[config.mk]
export PLATFORM = sky130hd
export DESIGN_NAME = cm0_mtx_in_hold
export DESIGN_NICKNAME = d
export VERILOG_FILES = /design/src/rtl/cm0_mtx_in_hold.sv
export SDC_FILE = /design/constraint.sdc
export NUM_CORES = 1
export LEC_CHECK = 0
export BUFFER_PORTS_ARGS = -buffer_cell sky130_fd_sc_hd__buf_4
export CAP_MARGIN = 10
export CORE_ASPECT_RATIO = 1.2
export CORE_UTILIZATION = 52
export CTS_CLUSTER_SIZE = 30
export DETAILED_ROUTE_END_ITERATION = 6
export HOLD_SLACK_MARGIN = 0.12
export PLACE_DENSITY = 0.83
export SLEW_MARGIN = 20
export SYNTH_ARGS = -nofsm -noshare
export SYNTH_HDL_FRONTEND = slang
export SYNTH_SLANG_ARGS = --single-unit
[constraint.sdc]
create_clock -name HCLK -period 3.6 [get_ports HCLK]
set_clock_uncertainty 0.1 [all_clocks]
set_input_delay 0.36 -clock HCLK [delete_from_list [all_inputs] [get_ports HCLK]]
set_output_delay 0.36 -clock HCLK [all_outputs]
set_load 0.02 [all_outputs]
[src/rtl/cm0_mtx_in_hold.sv]
// Bus-matrix AHB-Lite input stage: holds address-phase controls while the output port is busy.
// Optional two-cycle ERROR response for unmapped addresses when CM0_MTX_IN_ERR_EN is defined.
module cm0_mtx_in_hold #(
  parameter int unsigned ADDR_WIDTH = 32
) (
  input  logic                  HCLK,
  input  logic                  HRESETn,
  input  logic                  HSELS,
  input  logic [ADDR_WIDTH-1:0] HADDRS,
  input  logic [1:0]            HTRANSS,
  input  logic                  HWRITES,
  input  logic [2:0]            HSIZES,
  input  logic [2:0]            HBURSTS,
  input  logic [3:0]            HPROTS,
  input  logic                  HMASTLOCKS,
  input  logic                  HREADYS,
  output logic                  HREADYOUTS,
  output logic                  HRESPS,
  input  logic                  sel_none,
  output logic                  req_port,
  input  logic                  grant,
  input  logic                  HREADYM,
  input  logic                  HRESPM,
  output logic                  HSELM,
  output logic [ADDR_WIDTH-1:0] HADDRM,
  output logic [1:0]            HTRANSM,
  output logic                  HWRITEM,
  output logic [2:0]            HSIZEM,
  output logic [2:0]            HBURSTM,
  output logic [3:0]            HPROTM,
  output logic                  HMASTLOCKM
);

  logic                  live_valid, load_en, accept;
  logic                  hold_valid_q, hold_valid_d;
  logic                  data_phase_q, data_phase_d;
  logic                  seen_q, seen_d;
  logic [ADDR_WIDTH-1:0] haddr_q;
  logic [1:0]            htrans_q;
  logic                  hwrite_q, hmastlock_q;
  logic [2:0]            hsize_q, hburst_q;
  logic [3:0]            hprot_q;
  logic                  err_ready, err_resp;

  assign live_valid = HSELS & HREADYS & HTRANSS[1] & ~sel_none;
  assign load_en    = HSELS & HREADYS;
  assign accept     = grant & HREADYM & (hold_valid_q | live_valid);

  always_comb begin
    hold_valid_d = hold_valid_q;
    if (hold_valid_q) begin
      if (grant & HREADYM) hold_valid_d = 1'b0;
    end else if (live_valid & ~(grant & HREADYM)) begin
      hold_valid_d = 1'b1;
    end

    data_phase_d = data_phase_q;
    if (accept)       data_phase_d = 1'b1;
    else if (HREADYM) data_phase_d = 1'b0;

    // Tracks whether the output slave saw the previous beat; lost with the grant.
    seen_d = seen_q;
    if (!grant)      seen_d = 1'b0;
    else if (accept) seen_d = 1'b1;
  end

  always_ff @(posedge HCLK or negedge HRESETn) begin
    if (!HRESETn) begin
      hold_valid_q <= 1'b0;
      data_phase_q <= 1'b0;
      seen_q       <= 1'b0;
      haddr_q      <= '0;
      htrans_q     <= '0;
      hwrite_q     <= 1'b0;
      hsize_q      <= '0;
      hburst_q     <= '0;
      hprot_q      <= '0;
      hmastlock_q  <= 1'b0;
    end else begin
      hold_valid_q <= hold_valid_d;
      data_phase_q <= data_phase_d;
      seen_q       <= seen_d;
      if (load_en) begin
        haddr_q     <= HADDRS;
        htrans_q    <= HTRANSS;
        hwrite_q    <= HWRITES;
        hsize_q     <= HSIZES;
        hburst_q    <= HBURSTS;
        hprot_q     <= HPROTS;
        hmastlock_q <= HMASTLOCKS;
      end
    end
  end

  always_comb begin
    if (hold_valid_q) begin
      HSELM      = 1'b1;
      HADDRM     = haddr_q;
      // A SEQ beat the slave never saw the start of must be restarted as NONSEQ.
      HTRANSM    = (htrans_q == 2'b11 && !seen_q) ? 2'b10 : htrans_q;
      HWRITEM    = hwrite_q;
      HSIZEM     = hsize_q;
      HBURSTM    = hburst_q;
      HPROTM     = hprot_q;
      HMASTLOCKM = hmastlock_q;
    end else begin
      HSELM      = HSELS & ~sel_none;
      HADDRM     = HADDRS;
      HTRANSM    = HTRANSS;
      HWRITEM    = HWRITES;
      HSIZEM     = HSIZES;
      HBURSTM    = HBURSTS;
      HPROTM     = HPROTS;
      HMASTLOCKM = HMASTLOCKS;
    end
  end

  // A locked master keeps its port requested across IDLE cycles.
  assign req_port = hold_valid_q | live_valid | (HSELS & HMASTLOCKS & ~sel_none);

  always_comb begin
    if (hold_valid_q)      HREADYOUTS = 1'b0;
    else if (data_phase_q) HREADYOUTS = HREADYM;
    else                   HREADYOUTS = err_ready;
    HRESPS = data_phase_q ? HRESPM : err_resp;
  end

`ifdef CM0_MTX_IN_ERR_EN
  typedef enum logic [1:0] {StIdle, StErr1, StErr2} err_state_e;

  err_state_e err_state_q;
  logic       err_ready_q, err_resp_q;
  logic       err_trig;

  assign err_trig = HSELS & HREADYS & HTRANSS[1] & sel_none;

  always_ff @(posedge HCLK or negedge HRESETn) begin
    if (!HRESETn) begin
      err_state_q <= StIdle;
      err_ready_q <= 1'b1;
      err_resp_q  <= 1'b0;
    end else begin
      unique case (err_state_q)
        StIdle: begin
          if (err_trig) begin
            err_state_q <= StErr1;
            err_ready_q <= 1'b0;
            err_resp_q  <= 1'b1;
          end
        end
        StErr1: begin
          err_state_q <= StErr2;
          err_ready_q <= 1'b1;
          err_resp_q  <= 1'b1;
        end
        StErr2: begin
          if (err_trig) begin
            err_state_q <= StErr1;
            err_ready_q <= 1'b0;
            err_resp_q  <= 1'b1;
          end else begin
            err_state_q <= StIdle;
            err_ready_q <= 1'b1;
            err_resp_q  <= 1'b0;
          end
        end
        default: begin
          err_state_q <= StIdle;
          err_ready_q <= 1'b1;
          err_resp_q  <= 1'b0;
        end
      endcase
    end
  end

  assign err_ready = err_ready_q;
  assign err_resp  = err_resp_q;
`else
  assign err_ready = 1'b1;
  assign err_resp  = 1'b0;
`endif

endmodule

==> flow_summary.json, run 1 <==
{
  "num_vias": 1703,
  "first_pass_iters": 4,
  "cts_buffers": 5,
  "via_per_inst": 5.145,
  "setup_ws_ns": 1.166,
  "seq_area_um2": 1227,
  "finalCriticalPeriod_ns": 2.434,
  "r2r-end": "hold_valid_q",
  "p_total_mw": 1.513,
  "grt_pass1_vias": 1676,
  "status": "complete, no violations",
  "use_met1_pct": 24.95,
  "track_usage_pct": 20.10,
  "fin_crit_sh_pct": 67.61,
  "initial_core_util_pct": 53.70,
  "top_usage_layer": "met2",
  "fin_setup_tns_ns": 0,
  "area_growth_pct": 32.30,
  "die-area_um2": 5355,
  "grt_pass1_wl_mm": 7.969,
  "drt_iter0_drc": 86,
  "insertion_delay_ns": 0.29,
  "reg2reg_depth": 2,
  "worstPathMaxFanout": 49,
  "globalplace.congestion": 0.7264,
  "ant_nets": 0,
  "grt_max_degree": 50,
  "grtUsageMet2_pct": 33.74,
  "netlist_area_um2": 2634,
  "setup.worst_path.class": "flip-flop to output pin",
  "preCtsSetupSlack_ns": 1.471,
  "maxCapViolCount": 0,
  "grt_overflow": 0,
  "routed_wirelength_mm": 5.214,
  "clock.fmax_mhz": 410.8,
  "drive_gt1_share_pct": 75.65,
  "hold_viol_final": 0,
  "setup_viol": 0,
  "required_ns": 3.14,
  "cts_tree": "built",
  "worstSetupStartpoint": "hold_valid_q",
  "start_kind": "flip-flop",
  "synth_seq_cells": 49,
  "synth_cell_types": 21,
  "h-tree-depth": 2,
  "endpoint_kind": "output pin",
  "synth_area_per_cell_um2": 15.68,
  "vdd_drop_max_v": 0.0003219,
  "multiInputGateArea_um2": 1290,
  "drc": 0,
  "syn_inst": 168,
  "cts.clk_slew.worst_paths_ns": 0.08,
  "crit_arrival_ns": 1.97,
  "rsz0062_at_grt": "false",
  "post_cts_resize_count": 0,
  "relSlewSlack_pct": 30.43,
  "gr-usage-met3_pct": 5.857,
  "r2r_start": "hold_valid_q",
  "die_x_um": 66.97,
  "seq_area_frac_synth_pct": 46.56,
  "io_pins": 104,
  "wl_per_cell_um": 15.75,
  "slew_violations": 0,
  "ys_warn_count": 0,
  "cellLeakagePower_nw": 1.734,
  "io_buffers": 103,
  "cp-endpoint": "HADDRM[17]",
  "core_um2": 4905,
  "r2r_slack_ns": 1.91,
  "core.rowCount": 28,
  "antenna_found_initial": 0,
  "clock_path_buffers": 2,
  "antennaDiodeCount": 0,
  "tightest_slew_ns": 1.043,
  "cts_sinks": 49,
  "hp-class": "input port to flip-flop",
  "synth.net_count": 222,
  "fill_cells": 367,
  "die_h_um": 79.96,
  "dp_hpwl_mm": 3.658,
  "power.density_nw_per_um2": 434.2,
  "cts_root_buffer": "clkbuf_8",
  "nets": 324
}
## layout make-up
type / count / area share [%]
sequential: 49 / 35.22
clock inverter: 1 / 0.1436
tap: 60 / 2.154
inverter: 2 / 0.2154
multi-input combinational: 108 / 37.02
timing repair buffer: 104 / 22.48
clock buffer: 7 / 2.765
## worst max-delay path, cell delays in order, from the launching register on
cell and delay (ns):
dfrtp_2 1.06, mux2_2 0.43, buf_4 0.16
## sequential cells by signal, summed over array words and instances, names as in the netlist
name,flops
hsize_q,3
hburst_q,3
hold_valid_q,1
haddr_q,32
hprot_q,4
hmastlock_q,1
data_phase_q,1
hwrite_q,1
seen_q,1
htrans_q,2
## cell families (layout without fill, tap and decap cells)
| logic type | Yosys count | after routing | share of synthesized area [%] |
|---|---|---|---|
| buffers and inverters | 11 | 114 | 4.465 |
| AOI/OAI and AO/OA | 6 | 6 | 1.425 |
| DFF | 49 | 49 | 46.56 |
| muxes | 92 | 92 | 44.99 |
| and+or+nand+nor | 10 | 10 | 2.565 |
## cell usage in the layout, fill, tap and decap left out
| cell | n |
|---|---|
| a21oi_1 | 1 |
| nand2b_1 | 2 |
| nand2_4 | 1 |
| dfrtp_2 | 1 |
| clkbuf_8 | 7 |
| mux2_2 | 51 |
| nand4b_1 | 1 |
| mux2_4 | 40 |
| mux2i_1 | 1 |
| buf_4 | 103 |
| dlygate4sd3_1 | 1 |
| a22oi_1 | 1 |
| clkinv_2 | 1 |
| a31oi_1 | 1 |
| nand3b_1 | 1 |
| nor2b_1 | 1 |
| dfrtp_1 | 48 |
| and2_1 | 2 |
| inv_1 | 2 |
| a31o_2 | 1 |
| o21ai_0 | 2 |
| nor2_1 | 1 |
| nand3_1 | 1 |
## routing by layer
layer / wire [um] / share of wire (%)
met4: 46 / 0.88
met5: 0 / 0
met3: 333 / 6.4
met2: 2634 / 51
met1: 2199 / 42
## power breakdown
| part | total, mW | internal (mW) | switching, mW | leakage [nW] |
|---|---|---|---|---|
| clock network | 0.348 | 0.174 | 0.174 | 0.0542 |
| registers | 0.689 | 0.628 | 0.0604 | 0.579 |
| logic | 0.476 | 0.284 | 0.192 | 1.10 |
| total | 1.51 | 1.09 | 0.427 | 1.73 |
## Yosys cell counts (all sizes together)
cell type	number	area (um^2)
nand2b	2	12.51
o21ai	2	10.01
and2	2	12.51
a31o	1	8.760
inv	2	7.510
nand2	1	11.26
dfrtp	49	1226
buf	9	110.1
a22oi	1	7.510
nor2	1	3.750
nand3	1	5.000
mux2i	1	10.01
a31oi	1	6.260
nand3b	1	7.510
nor2b	1	6.260
nand4b	1	8.760
a21oi	1	5.000
mux2	91	1175
## per-stage QoR
| stage | hold WS, ns | utilization [%] | cells | instance area, um^2 |
|---|---|---|---|---|
| after CTS | 0.1608 | 71.05 | 331 | 3485 |
| after global placement | 0.3128 | 68.78 | 322 | 3373 |
| after floorplan | -0.03559 | - | 168 | 2634 |
| after detailed placement | 0.3140 | 68.78 | 322 | 3373 |
| after global routing | 0.1643 | 71.05 | 331 | 3485 |
| final | 0.1714 | 71.05 | 331 | 3485 |
## what timing repair did
| action | in CTS | in global routing |
|---|---|---|
| hold buffers | 1 | 0 |
| buffers inserted | 0 | 0 |
| endpoints found under the hold margin | 49 | 0 |
## how the worst min path moves through the flow
stage                  from      endpoint  slack [ns]  depth (start not counted)
detailed placement  HRESETn   haddr_q[25]        0.31                          1
finish                grant  hold_valid_q        0.17                          2
floorplan           HRESETn  data_phase_q       -0.04                          0
CTS                   grant  hold_valid_q        0.16                          2
global placement    HRESETn   haddr_q[25]        0.31                          1
global route          grant  hold_valid_q        0.16                          2
(Power assumes the default switching activity.)
==> run 2, diff against run 1 <==
CORE_UTILIZATION = 49   (was 52)
PLACE_DENSITY = 0.78   (was 0.83)
clock period = 2.5 ns   (was 3.6 ns; I/O delays follow)
==> flow_summary.json, run 2 (same netlist as run 1, synthesis figures left out) <==
{
  "clockPowerShare_pct": 22.5,
  "cts_tree": "built",
  "grt_pass1_vias": 1976,
  "antenna_found_initial": 0,
  "setup.worst_path.class": "flip-flop to output pin",
  "start_kind": "flip-flop",
  "dp_hpwl_mm": 3.654,
  "r2r-end": "hold_valid_q",
  "cts_setup_buffers": 0,
  "p_int_mw": 1.620,
  "cts.clk_slew.worst_paths_ns": 0.09,
  "placed_area_um2": 3413,
  "status": "complete, no violations",
  "num_vias": 1917,
  "drive_gt1_share_pct": 64.49,
  "h-tree-depth": 2,
  "fin_crit_sh_pct": 78.22,
  "globalplace.congestion": 0.7141,
  "routed_wirelength_mm": 6.092,
  "required_ns": 2.15,
  "clock.fmax_mhz": 511.4,
  "grt_max_degree": 50,
  "ant_nets": 0,
  "setup_viol": 0,
  "holdPathEnd": "seen_q",
  "hp-class": "input port to flip-flop",
  "slew_violations": 0,
  "combinationalPowerShare_pct": 34.6,
  "layout_commonest_cell": "buf_4",
  "largest-register": "haddr_q",
  "io_buffers": 103,
  "grt_overflow": 0,
  "reg2reg_depth": 4,
  "finalCriticalPeriod_ns": 1.955,
  "die_h_um": 82.31,
  "core_um2": 5045,
  "via_per_inst": 5.031,
  "top_regs": "haddr_q (32), hprot_q (4)",
  "clock_path_buffers": 2,
  "cts_buffers": 5,
  "track_usage_pct": 22.42,
  "relSlewSlack_pct": 58.84,
  "rsz0062_at_grt": "false",
  "wl_per_cell_um": 15.99,
  "hold_viol_final": 0,
  "grt_pass1_wl_mm": 9.294,
  "r2r_slack_ns": 0.71,
  "crit_arrival_ns": 1.61,
  "hp-start": "HREADYM",
  "initial_core_util_pct": 52.21,
  "hold_depth": 3,
  "maxCapViolCount": 0,
  "final_cell_mix": "103 x buf_4, 51 x mux2_2, 49 x dlygate4sd3_1",
  "p_sw_share_pct": 28.51,
  "antennaDiodeCount": 0,
  "area_growth_pct": 52.07,
  "fin_area_um2": 4005,
  "core.rowCount": 28,
  "cts_sinks": 49,
  "insertion_delay_ns": 0.30,
  "largest_register_ffs": 32,
  "vdd_drop_max_v": 0.0003674,
  "power.switching_uw": 646.1,
  "endpoint_kind": "output pin",
  "worstPathMaxFanout": 43,
  "cts_root_buffer": "clkbuf_8",
  "io_pins": 104,
  "fin_setup_tns_ns": 0,
  "cellLeakagePower_nw": 1.955,
  "die_x_um": 68.93,
  "power_frac_seq_pct": 42.9,
  "first_pass_iters": 4,
  "fill_cells": 307,
  "die-area_um2": 5673,
  "tightest_slew_ns": 0.6174,
  "drc": 0,
  "r2r_start": "hold_valid_q",
  "drt_iter0_drc": 74,
  "nets": 374,
  "power.density_nw_per_um2": 565.8
}
run 2: cell count changes in the layout (fill, tap and decap cells not counted):
| cell | previous run | this run |
|---|---|---|
| buf_12 | 0 | 2 |
| dlygate4sd3_1 | 1 | 49 |
run 2: routing by layer:
metal | up-vias | wire length [um] | global-route usage (%) | part of all wire [%]
met5 | - | 0 | 0 | 0
met1 | 944 | 2483 | 26.52 | 41
met3 | 5 | 304 | 5.495 | 5.0
met4 | 0 | 37 | 6.122 | 0.61
met2 | 60 | 3267 | 39.71 | 54
li1 | 908 | - | - | -
run 2: area by class of cell:
type | instances | area [um^2] | share of cell area, %
repair buffers | 154 | 1304 | 32.55
multi-input cells | 108 | 1290 | 32.21
flip-flops and latches | 49 | 1227 | 30.65
clock buffers | 7 | 96.34 | 2.405
well taps | 60 | 75.07 | 1.874
inverters | 2 | 7.507 | 0.1874
clock inverters | 1 | 5.005 | 0.1250
run 2: power groups by stage:
| stage | sequential, mW | clock, mW | combinational, mW |
|---|---|---|---|
| 2_1_floorplan | 0.959 | 0 | 0.463 |
| 3_3_place_gp | 0.977 | 0 | 0.711 |
| 3_5_place_dp | 0.980 | 0 | 0.719 |
| 4_1_cts | 0.969 | 0.524 | 0.783 |
| 5_1_grt | 0.984 | 0.554 | 0.833 |
| 6_report | 0.971 | 0.511 | 0.784 |
run 2: worst max-delay path, cell delays in order (launching register included):
cell     delay, ns
dfrtp_2       0.47
buf_12        0.27
mux2_2        0.39
buf_4         0.16
run 2: timing repair:
item | CTS | global route
endpoints found under the hold margin | 97 | 0
hold buffers | 49 | 0
resized for setup | 0 | 0
run 2: worst max-delay path by stage:
stage / to / from / slack [ns] / cells after the start
global placement: HADDRM[0] / hold_valid_q / 0.90 / 3
detailed placement: HSIZEM[0] / hold_valid_q / 0.89 / 3
finish: HADDRM[9] / hold_valid_q / 0.54 / 3
global route: HADDRM[0] / hold_valid_q / 0.48 / 3
floorplan: HADDRM[21] / hold_valid_q / 1.08 / 3
CTS: HSIZEM[0] / hold_valid_q / 0.54 / 3
run 2: per-stage QoR:
stage / hold WS, ns / setup slack, ns / instances / power, mW / utilization, %
floorplan: -0.1456 / 1.083 / 168 / 1.422 / -
global placement: 0.2029 / 0.8952 / 324 / 1.687 / 67.66
detailed placement: 0.2085 / 0.8898 / 324 / 1.699 / 67.66
CTS: 0.1550 / 0.5432 / 381 / 2.276 / 79.39
global route: 0.1977 / 0.4806 / 381 / 2.371 / 79.39
finish: 0.1689 / 0.5446 / 381 / 2.266 / 79.39
==> run 3, diff against run 2 <==
ABC_AREA = 1   (was not set)
PLACE_DENSITY = 0.79   (was 0.78)
clock period = 1.89 ns   (was 2.5 ns; I/O delays follow)
==> flow_summary.json, run 3 <==
{
  "status": "complete, no violations",
  "clock.fmax_mhz": 566.5,
  "insertion_delay_ns": 0.30,
  "yosysTopAreaCell": "dfrtp_1",
  "die-area_um2": 5640,
  "holdWs_ns": 0.1524,
  "final_cell_mix": "105 x buf_4, 97 x nand2_1, 52 x inv_1",
  "io_pins": 104,
  "cts_buffers": 5,
  "synth.top_cell.area_share_pct": 46.85,
  "synth-edff-count": 0,
  "r2r_slack_ns": 0.75,
  "seq_area_frac_synth_pct": 46.85,
  "core_um2": 5045,
  "r2r_start": "hold_valid_q",
  "slew_violations": 0,
  "power.density_nw_per_um2": 709.5,
  "yosys-top-cells-count": "98 x nand2_1, 52 x inv_1, 49 x dfrtp_1",
  "drc": 0,
  "first_pass_iters": 4,
  "wl_per_cell_um": 12.52,
  "hold_depth": 3,
  "synth_area_per_cell_um2": 8.180,
  "worstPathMaxFanout": 30,
  "layout_commonest_cell": "buf_4",
  "cellLeakagePower_nw": 2.050,
  "num_vias": 2534,
  "io_buffers": 103,
  "netlist_area_um2": 2618,
  "synth_seq_cells": 49,
  "clock_path_buffers": 2,
  "reg2reg_depth": 4,
  "syn_inst": 320,
  "largest-register": "haddr_q",
  "core.rowCount": 28,
  "holdPathEnd": "hold_valid_q",
  "ant_nets": 0,
  "globalplace.congestion": 0.8005,
  "grt_pass1_vias": 2314,
  "setup_viol": 0,
  "die_h_um": 82.07,
  "grt_overflow": 0,
  "drive_gt1_share_pct": 33.69,
  "cts_sinks": 49,
  "preCtsSetupSlack_ns": 0.3667,
  "track_usage_pct": 23.51,
  "endpoint_kind": "output pin",
  "grt_max_degree": 59,
  "h-tree-depth": 2,
  "maxCapViolCount": 0,
  "cts_root_buffer": "clkbuf_8",
  "r2r-end": "seen_q",
  "initial_core_util_pct": 51.88,
  "vdd_drop_max_v": 0.0004382,
  "dp_hpwl_mm": 3.985,
  "cts_tree": "built",
  "top_regs": "haddr_q (32), hprot_q (4)",
  "crit_arrival_ns": 1.48,
  "die_x_um": 68.72,
  "nets": 520,
  "tightest_slew_ns": 0.6104,
  "ys_warn_count": 0,
  "cts.clk_slew.worst_paths_ns": 0.09,
  "start_kind": "flip-flop",
  "area_growth_pct": 51.82,
  "via_per_inst": 4.817,
  "fin_crit_sh_pct": 93.39,
  "async_flop_share_pct": 100.0,
  "hp-start": "HREADYS",
  "drt_iter0_drc": 82,
  "grt_pass1_wl_mm": 9.770,
  "hp-class": "input port to flip-flop",
  "required_ns": 1.60,
  "hold_viol_final": 0,
  "synth_cell_types": 13,
  "setup_ws_ns": 0.1249,
  "rsz0062_at_grt": "false",
  "synth.net_count": 374,
  "synth_ff_type": "dfrtp_1",
  "fin_setup_tns_ns": 0,
  "synth_most_common_cell": "nand2_1",
  "largest_register_ffs": 32,
  "antenna_found_initial": 0,
  "finalCriticalPeriod_ns": 1.765,
  "setup.worst_path.class": "flip-flop to output pin",
  "antennaDiodeCount": 0,
  "relSlewSlack_pct": 59.31,
  "ys_top_cells_by_area": "dfrtp_1 47%, nand2_1 14%, o21ai_2 12%",
  "final_util_pct": 78.77,
  "routed_wirelength_mm": 6.586
}
## run 3: cell types whose count changed after synthesis, moves of 10 or more
cell	before	now
nand2_1	0	98
mux2_2	51	0
inv_1	2	52
o21ai_0	2	46
mux2_4	40	0
o21ai_2	0	36
buf_6	0	11
o21ai_1	0	10
## run 3: what timing repair did
item                                    CTS  global route
gates resized for setup                   0             3
endpoints found under the setup margin    0            21
buffers inserted                          0             1
hold endpoints to repair                 98             0
hold buffers                             50             0
## run 3: cell type report
class | instances | area, um^2
Clock buffer | 7 | 86.33
Tap cell | 60 | 75.07
Fill cell | 332 | 1071
Timing Repair Buffer | 159 | 1360
Multi-Input combinational cell | 199 | 1027
Sequential cell | 49 | 1230
Inverter | 52 | 195.2
## run 3: worst max-delay path by stage
| stage | start | to |
|---|---|---|
| after floorplan | hold_valid_q | HADDRM[24] |
| after global placement | hold_valid_q | HADDRM[2] |
| after detailed placement | hold_valid_q | HBURSTM[1] |
| after CTS | hold_valid_q | HBURSTM[1] |
| after global routing | hold_valid_q | HADDRM[15] |
| final | hold_valid_q | HADDRM[19] |
## run 3: routing by layer
layer / vias up / global-route usage (%) / share of wire, %
met3: 20 / 4.444 / 4.2
li1: 1289 / - / -
met1: 1141 / 26.72 / 39
met5: - / 0 / 0
met2: 84 / 41.57 / 54
met4: 0 / 11.22 / 3.1
## run 3: per-stage QoR
stage	power [mW]	std cells	area (um^2)
2_1_floorplan	1.770	320	2618
3_3_place_gp	2.111	468	3373
3_5_place_dp	2.133	468	3373
4_1_cts	2.816	525	3960
5_1_grt	2.973	526	3974
6_report	2.819	526	3974
## run 3: report_power, final
part / switching [mW] / internal, mW / total (mW)
logic: 0.514 / 0.446 / 0.960
clock network: 0.312 / 0.291 / 0.603
registers: 0.0797 / 1.18 / 1.26
## run 3: logic make-up (layout without fill, tap and decap cells)
family	Yosys count	count (layout)	synth area share [%]
buf+inv	72	218	14.20
flops	49	49	46.85
simple gates	103	103	15.25
compound gates	96	96	23.71
## run 3: worst max-delay path: stages (launching register included)
cell and delay (ns):
dfrtp_4 0.57, buf_12 0.19, o21ai_0 0.23, buf_4 0.19
